File: src/rtl/fpu_scoreboard.sv
// Decode-stage hazard tracker for the fixed-latency FPU pipe: stall, fpu_issue and busy are combinational from inst and cnt.
// Stalls decode on RAW/WAW against in-flight FPU results and latches a sticky error on any writeback the counters did not predict.
module fpu_scoreboard #(
  parameter int LATENCY = 3
) (
  input  logic        clk,
  input  logic        rst_n,
  input  logic [31:0] inst,
  input  logic        issue,
  input  logic        ext_rs_fp,
  input  logic        ext_rt_fp,
  input  logic        wb_enable,
  input  logic [4:0]  wb_addr,
  output logic        stall,
  output logic        fpu_issue,
  output logic [31:0] busy,
  output logic        idle,
  output logic        error
);

  localparam int CW = $clog2(LATENCY + 1);
  localparam logic [CW-1:0] CNT_LOAD = CW'(LATENCY);
  localparam logic [CW-1:0] CNT_ONE  = CW'(1);

  logic [CW-1:0] cnt_q [32];
  logic [CW-1:0] cnt_d [32];
  logic          error_q, error_d;

  logic [5:0] opcode;
  logic [4:0] rs, rt, rd;
  logic       is_fpu, reads_rs, reads_rt;
  logic       raw, waw;
  logic       wb_unexpected, wb_missing;
  logic       inst_unused;

  assign opcode      = inst[31:26];
  assign rs          = inst[25:21];
  assign rt          = inst[20:16];
  assign rd          = inst[15:11];
  assign inst_unused = ^inst[10:0];

  // 110000..110101; finv (110100) and fsqrt (110101) are single-operand
  assign is_fpu   = (opcode[5:3] == 3'b110) && (opcode[2:0] <= 3'b101);
  assign reads_rs = is_fpu | ext_rs_fp;
  assign reads_rt = is_fpu ? (opcode[2:1] != 2'b10) : ext_rt_fp;

  always_comb begin
    for (int r = 0; r < 32; r++) begin
      busy[r] = (cnt_q[r] != '0);
    end
  end

  assign raw       = (reads_rs & busy[rs]) | (reads_rt & busy[rt]);
  assign waw       = is_fpu & busy[rd];
  assign stall     = issue & (raw | waw);
  assign fpu_issue = issue & is_fpu & ~stall;
  assign idle      = (busy == 32'h0);
  assign error     = error_q;

  always_comb begin
    for (int r = 0; r < 32; r++) begin
      cnt_d[r] = (cnt_q[r] != '0) ? cnt_q[r] - CNT_ONE : cnt_q[r];
      if (fpu_issue && (rd == 5'(r))) begin
        cnt_d[r] = CNT_LOAD;
      end
    end
  end

  // A count of 1 marks the single cycle in which fpu_controller must write r back.
  always_comb begin
    wb_unexpected = wb_enable && (cnt_q[wb_addr] != CNT_ONE);
    wb_missing    = 1'b0;
    for (int r = 0; r < 32; r++) begin
      if ((cnt_q[r] == CNT_ONE) && !(wb_enable && (wb_addr == 5'(r)))) begin
        wb_missing = 1'b1;
      end
    end
    error_d = error_q | wb_unexpected | wb_missing;
  end

  always_ff @(posedge clk or negedge rst_n) begin
    if (!rst_n) begin
      for (int r = 0; r < 32; r++) begin
        cnt_q[r] <= '0;
      end
      error_q <= 1'b0;
    end else begin
      for (int r = 0; r < 32; r++) begin
        cnt_q[r] <= cnt_d[r];
      end
      error_q <= error_d;
    end
  end

endmodule

File: config.mk
export PLATFORM = sky130hd
export DESIGN_NAME = fpu_scoreboard
export DESIGN_NICKNAME = d
export VERILOG_FILES = /design/src/rtl/fpu_scoreboard.sv
export SDC_FILE = /design/constraint.sdc
export NUM_CORES = 1
export LEC_CHECK = 0
export CAP_MARGIN = 30
export CORE_MARGIN = 1.5
export CORE_UTILIZATION = 50
export DETAILED_ROUTE_END_ITERATION = 8
export DONT_BUFFER_PORTS = 1
export PLACE_DENSITY = 0.75
export SLEW_MARGIN = 40
export SYNTH_ARGS = -nofsm -noshare
export SYNTH_HDL_FRONTEND = slang
export SYNTH_SLANG_ARGS = --single-unit
File: constraint.sdc
create_clock -name clk -period 2.45 [get_ports clk]
set_input_delay 0.245 -clock clk [delete_from_list [all_inputs] [get_ports clk]]
set_output_delay 0.245 -clock clk [all_outputs]
set_load 0.02 [all_outputs]
Word level (Yosys, flattened, before mapping)
Index checks and enable logic that the tools add are counted.

storage, ports and cells
  register bits after elaboration = 65
  latch bits = 0
  bits in writable memories = 0
  bits in read-only memories = 0
  bits of input ports = 43
  output and inout bits = 36
  logic and storage cells = 483
  memories = 0

cells by class
  add/sub/neg operators = 32
  multiply operators = 0
  divide/modulo/power cells = 0
  $lt $le $gt $ge = 5
  eq/ne operators = 97
  shift operators = 0
  mux-type cells = 106
  bitwise gates (word level) = 13
  reductions and logical operators = 197

operators by type and width
  kind                                                                           count
  5-bit equality test (second input constant)                                    32
  2-bit two-way mux                                                              66
  2-bit nonzero test                                                             64
  1-bit logical AND                                                              98
  5-bit by 4-bit equality test with 1-bit output (second input constant)         16
  2-bit by 1-bit equality test with 1-bit output (second input constant)         32
  2-bit by 1-bit subtractor with 2-bit output (second input constant)            32
  5-bit by 3-bit equality test with 1-bit output (second input constant)         8
  1-bit two-way mux                                                              36
  1-bit zero test                                                                32
  32-bit zero test                                                               1
  5-bit by 2-bit equality test with 1-bit output (second input constant)         4
  5-bit by 6-bit less-than comparator with 1-bit output (second input constant)  3
  1-bit binary-select mux with 5-bit select                                      3
  2-bit binary-select mux with 5-bit select                                      1
  5-bit by 1-bit equality test with 1-bit output (second input constant)         2
  5-bit zero test                                                                2
  1-bit bitwise AND                                                              6
  6-bit greater-or-equal comparator (second input constant)                      1
  5-bit NOT with 6-bit output                                                    1
  1-bit bitwise OR                                                               5
  3-bit equality test (second input constant)                                    1
  3-bit <= comparator (second input constant)                                    1
  2-bit by 1-bit inequality test with 1-bit output (second input constant)       1
  2 further kinds                                                                2

Depth between registers and ports, before layout
  depth in word-level cells = 37
  gate-level depth with buffers = 9
  gate-level depth less buffers = 8

Worst setup path before layout
Ideal clock, no wire load.

  kind = reg2out
  from = register cnt_q[8] (netlist name)
  to = output port stall
  arrival = 2379 ps
  data required time = 2205 ps
  setup slack = -174 ps
  stages on the path, launching flop included = 10
  path buffers = 1
  cell sequence = dfrtp_1 > inv_1 > ha_1 > mux4_2 > mux2i_1 > o21ai_1 > o22ai_2 > a41oi_2 > buf_6 > a21boi_0

on the way
  cells in the longest elaborated chain, start to end = 7
  elaborated cells between the ends (all ways) = 13
  those cells by class = 6 x mux; 6 x bitwise; 1 x reduce/logical

ends and longest elaborated chain
  element                                    line  source
  start: declaration                         25    logic [CW-1:0] cnt_q [32];
  start signal: indexed assignment           89    cnt_q[r] <= cnt_d[r];
  2-bit nonzero test (*)                     49    busy[r] = (cnt_q[r] != '0);
  1-bit binary-select mux with 5-bit select  53    assign raw = (reads_rs & busy[rs]) | (reads_rt & busy[rt]);
  1-bit two-way mux (not written as such)    53
  1-bit bitwise AND                          53
  1-bit bitwise OR                           53
  1-bit bitwise OR (*)                       55    assign stall = issue & (raw | waw);
  1-bit bitwise AND (*)                      55
  end: declaration                           14    output logic stall,

Every way passes the cells marked *; elsewhere a longest branch is shown, timed or not. The select of a mux whose other input is x is not followed.

Worst setup path in the final report
  from = register cnt_q[25] (netlist name)
  to = output port stall

Same word-level chain as after synthesis.

==> flow_metrics.py <==
metrics = {
    "timing": {
        "fin_tns_setup_ns": -0.564,
        "rsz0062_at_grt": "yes",
        "maxSlewHeadroom": 0.679,
        "timing.final.ws_setup_ns": -0.205,
        "slew_violations": 0,
        "worst-slew-pin-transition_ns": 0.480,
        "hold_viol_final": 0,
        "setup_viol": 17,
        "post-route-period-util": 1.08,
        "min_period_ns": 2.65,
        "skew_ns": 0.00980,
        "fmax_mhz": 377,
    },
    "detailed_routing": {
        "route.detailed.drc": 0,
        "first_iter_violations": 726,
        "wl_mm": 23.8,
        "vias": 6347,
        "firstDrtPassIters": 5,
        "viasPerCell": 6.72,
        "drtAntennaViolNets": 0,
        "wl_per_cell_um": 25.1,
    },
    "global_routing": {
        "antenna_found_initial": 1,
        "grt_pass1_vias": 6031,
        "grt_overflow_total": 0,
        "grt.total_usage": 0.313,
        "grt_max_degree": 66,
        "grt_pass1_wl_mm": 32.3,
    },
    "finish": {
        "num-nets-final": 874,
        "stdcell_count": 945,
        "area_growth_pct": 28.7,
        "drive_above_1_share": 0.360,
    },
    "logic_synthesis": {
        "async_flop_share": 1.00,
        "synth_fa_ha_area_frac": 0.123,
        "synth_top_area_frac": 0.250,
        "synthTopCellsByCount": "inv_1 (100), dfrtp_1 (65), ha_1 (64)",
        "yosysUniqueCellTypes": 64,
        "synth_cells": 676,
        "yosysMostFrequentCell": "inv_1",
        "yosys_most_used_dff": "dfrtp_1",
        "synth_top_cell_by_area": "dfrtp_1",
        "ys_top_cells_by_area": "dfrtp_1 (25%), ha_1 (12%), o41ai_2 (7.5%)",
        "synthMuxAreaShare": 0.132,
        "synth_seq_cells": 65,
        "synth_xor_area_frac": 0.0430,
        "synth_nets": 783,
        "syn-cell-area_um2": 6510,
        "synth.avg_cell_area_um2": 9.64,
        "yosysWarnings": 0,
        "yosysSeqAreaShare": 0.250,
        "synth_compound_area_frac": 0.228,
        "synth_top_family_by_area": "compound AO/OA/AOI/OAI gates",
        "synth_edf_count": 0,
        "yosys.area_share.simple": 0.127,
    },
    "clock_tree": {
        "h-tree-depth": 3,
        "clockRootBuffer": "clkbuf_16",
        "clock-sinks": 65,
        "cts_tree": "done",
        "numCtsBuffers": 9,
        "path_clk_slew_ns": 0.06,
        "clock_path_buffers": 2,
        "clock_latency_ns": 0.35,
    },
    "critical_path": {
        "critPathCaptureType": "primary output",
        "cp_top_family": "multiplexers",
        "critical_path.max_fanout": 3,
        "critPathKind": "reg2out",
        "critical_path.cell_chain": "inv_2, ha_4, mux4_2, mux2i_2, o21ai_2, o22ai_2, a41oi_2, a21boi_2, buf_6",
        "required_ns": 2.20,
        "path_buf_inv": 2,
        "cp-start-kind": "flip-flop",
        "max_stage_delay_ns": 0.51,
        "worstPathArrival_ns": 2.41,
        "critPathSlowestCell": "mux4_2",
    },
    "die": {
        "core_um2": 12700,
        "start_util": 0.514,
        "die-area_um2": 13700,
        "dieWidth_um": 117,
        "die_h_um": 117,
        "core.rowCount": 41,
        "io_pins": 79,
    },
    "status": {
        "violations": "setup timing",
        "outcome": "finished, violations left",
    },
    "power": {
        "power.density_cell_area_nw_per_um2": 1490,
        "internal_power_mw": 7.04,
        "vdd_drop_max_mv": 0.811,
        "clkPwrFrac": 0.108,
        "p_switching_mw": 5.44,
        "seqPwrFrac": 0.167,
        "comb_power_share": 0.725,
        "swShare": 0.436,
        "p_leak_nw": 3.84,
    },
    "placed_design": {
        "io_buffers": 0,
        "dp_hpwl_mm": 14.9,
        "dp.cells": 866,
        "gp_congestion": 0.924,
    },
    "job": {
        "maxCapViolCount": 0,
    },
    "hold_path": {
        "hold_path_class": "in2reg",
    },
}
[power groups by stage]
| stage | clock network (mW) | logic [mW] | registers, mW |
|---|---|---|---|
| after floorplan | 0 | 4.93 | 2.05 |
| after global placement | 0 | 6.39 | 2.07 |
| after detailed placement | 0 | 6.73 | 2.12 |
| after CTS | 1.35 | 7.22 | 2.03 |
| after global routing | 1.39 | 9.58 | 2.12 |
| final | 1.35 | 9.05 | 2.08 |
[kinds of logic after synthesis]
group                    Yosys count
flip-flops                        65
XOR/XNOR                          32
AO/OA/AOI/OAI                    150
adder cells (fa/ha/maj)           64
AND/OR/NAND/NOR                  154
multiplexers                      70
buffers and inverters            141
[state kept, by name (all words and copies together) (netlist names)]
| signal | count |
|---|---|
| cnt_q | 64 |
| error | 1 |
[routing by layer]
metal | global-route usage | share of wire | routed length, um | vias to the layer above
met2 | 0.514 | 0.47 | 11300 | 420
met5 | 0 | 0 | 0 | -
li1 | - | - | - | 2684
met4 | 0.145 | 0.054 | 1280 | 0
met1 | 0.378 | 0.36 | 8590 | 3120
met3 | 0.0922 | 0.11 | 2620 | 123
[area by class of cell]
type	instances	area, um2
inverters	100	375
fillers	930	4290
well taps	172	215
diodes	1	2.50
multi-input cells	470	4790
clock buffers	11	243
repair buffers	121	1080
flip-flops and latches	65	1630
clock inverters	5	55.1
[layout by cell type, fill, tap and decap left out, types with 3 or more instances in the layout]
cell	instances
nor2b_1	6
o41ai_2	15
o22ai_1	5
a31oi_1	11
nor3b_1	10
xor2_1	15
a21oi_1	7
inv_2	38
buf_4	100
a22oi_1	8
a41o_1	32
mux4_2	11
o21ai_0	6
or3_1	3
xnor2_1	17
nor2_1	26
buf_6	12
o41ai_4	15
nand4b_1	4
o32a_1	7
nand4_1	13
ha_4	24
nand3b_1	7
nand2b_1	10
mux2_2	17
nand3_1	11
dfrtp_1	65
mux2i_1	41
clkbuf_16	12
nor3_1	8
ha_1	34
o32ai_1	7
inv_1	62
ha_2	6
o211ai_1	8
nand2_1	39
or4_1	3
[what timing repair did]
| action | in CTS | in global routing |
|---|---|---|
| cloned | 0 | 4 |
| buffers inserted | 17 | 39 |
| hold buffers | 3 | 0 |
| hold endpoints to repair | 70 | 0 |
| pin swaps | 6 | 25 |
| resized for setup | 25 | 107 |
| endpoints found under the setup margin | 67 | 65 |
[final timing paths]
kind	start	end	slack, ns	depth (start not counted)
setup / recovery	cnt_q[25]	stall	-0.20	9
min in group asynchronous	rst_n	cnt_q[33]	0.45	2
hold reg to reg	cnt_q[42]	cnt_q[42]	0.59	2
hold / removal	wb_enable	error	0.04	1
max in group asynchronous	rst_n	cnt_q[31]	1.70	2
setup reg to reg	cnt_q[55]	cnt_q[55]	-0.05	11
[through the flow]
step	instance area, um2	total power [mW]	utilization	hold slack [ns]	setup slack [ns]
after floorplan	6520	6.98	-	-0.0506	-0.0128
after global placement	6950	8.46	0.549	-0.0454	0.0336
after detailed placement	6950	8.86	0.549	-0.0463	-0.0788
after CTS	7500	10.6	0.592	0.00345	-0.186
after global routing	8380	13.1	0.661	0.0239	-0.261
final	8380	12.5	0.662	0.0437	-0.205
Note: power is estimated with default switching activity, not from simulation.
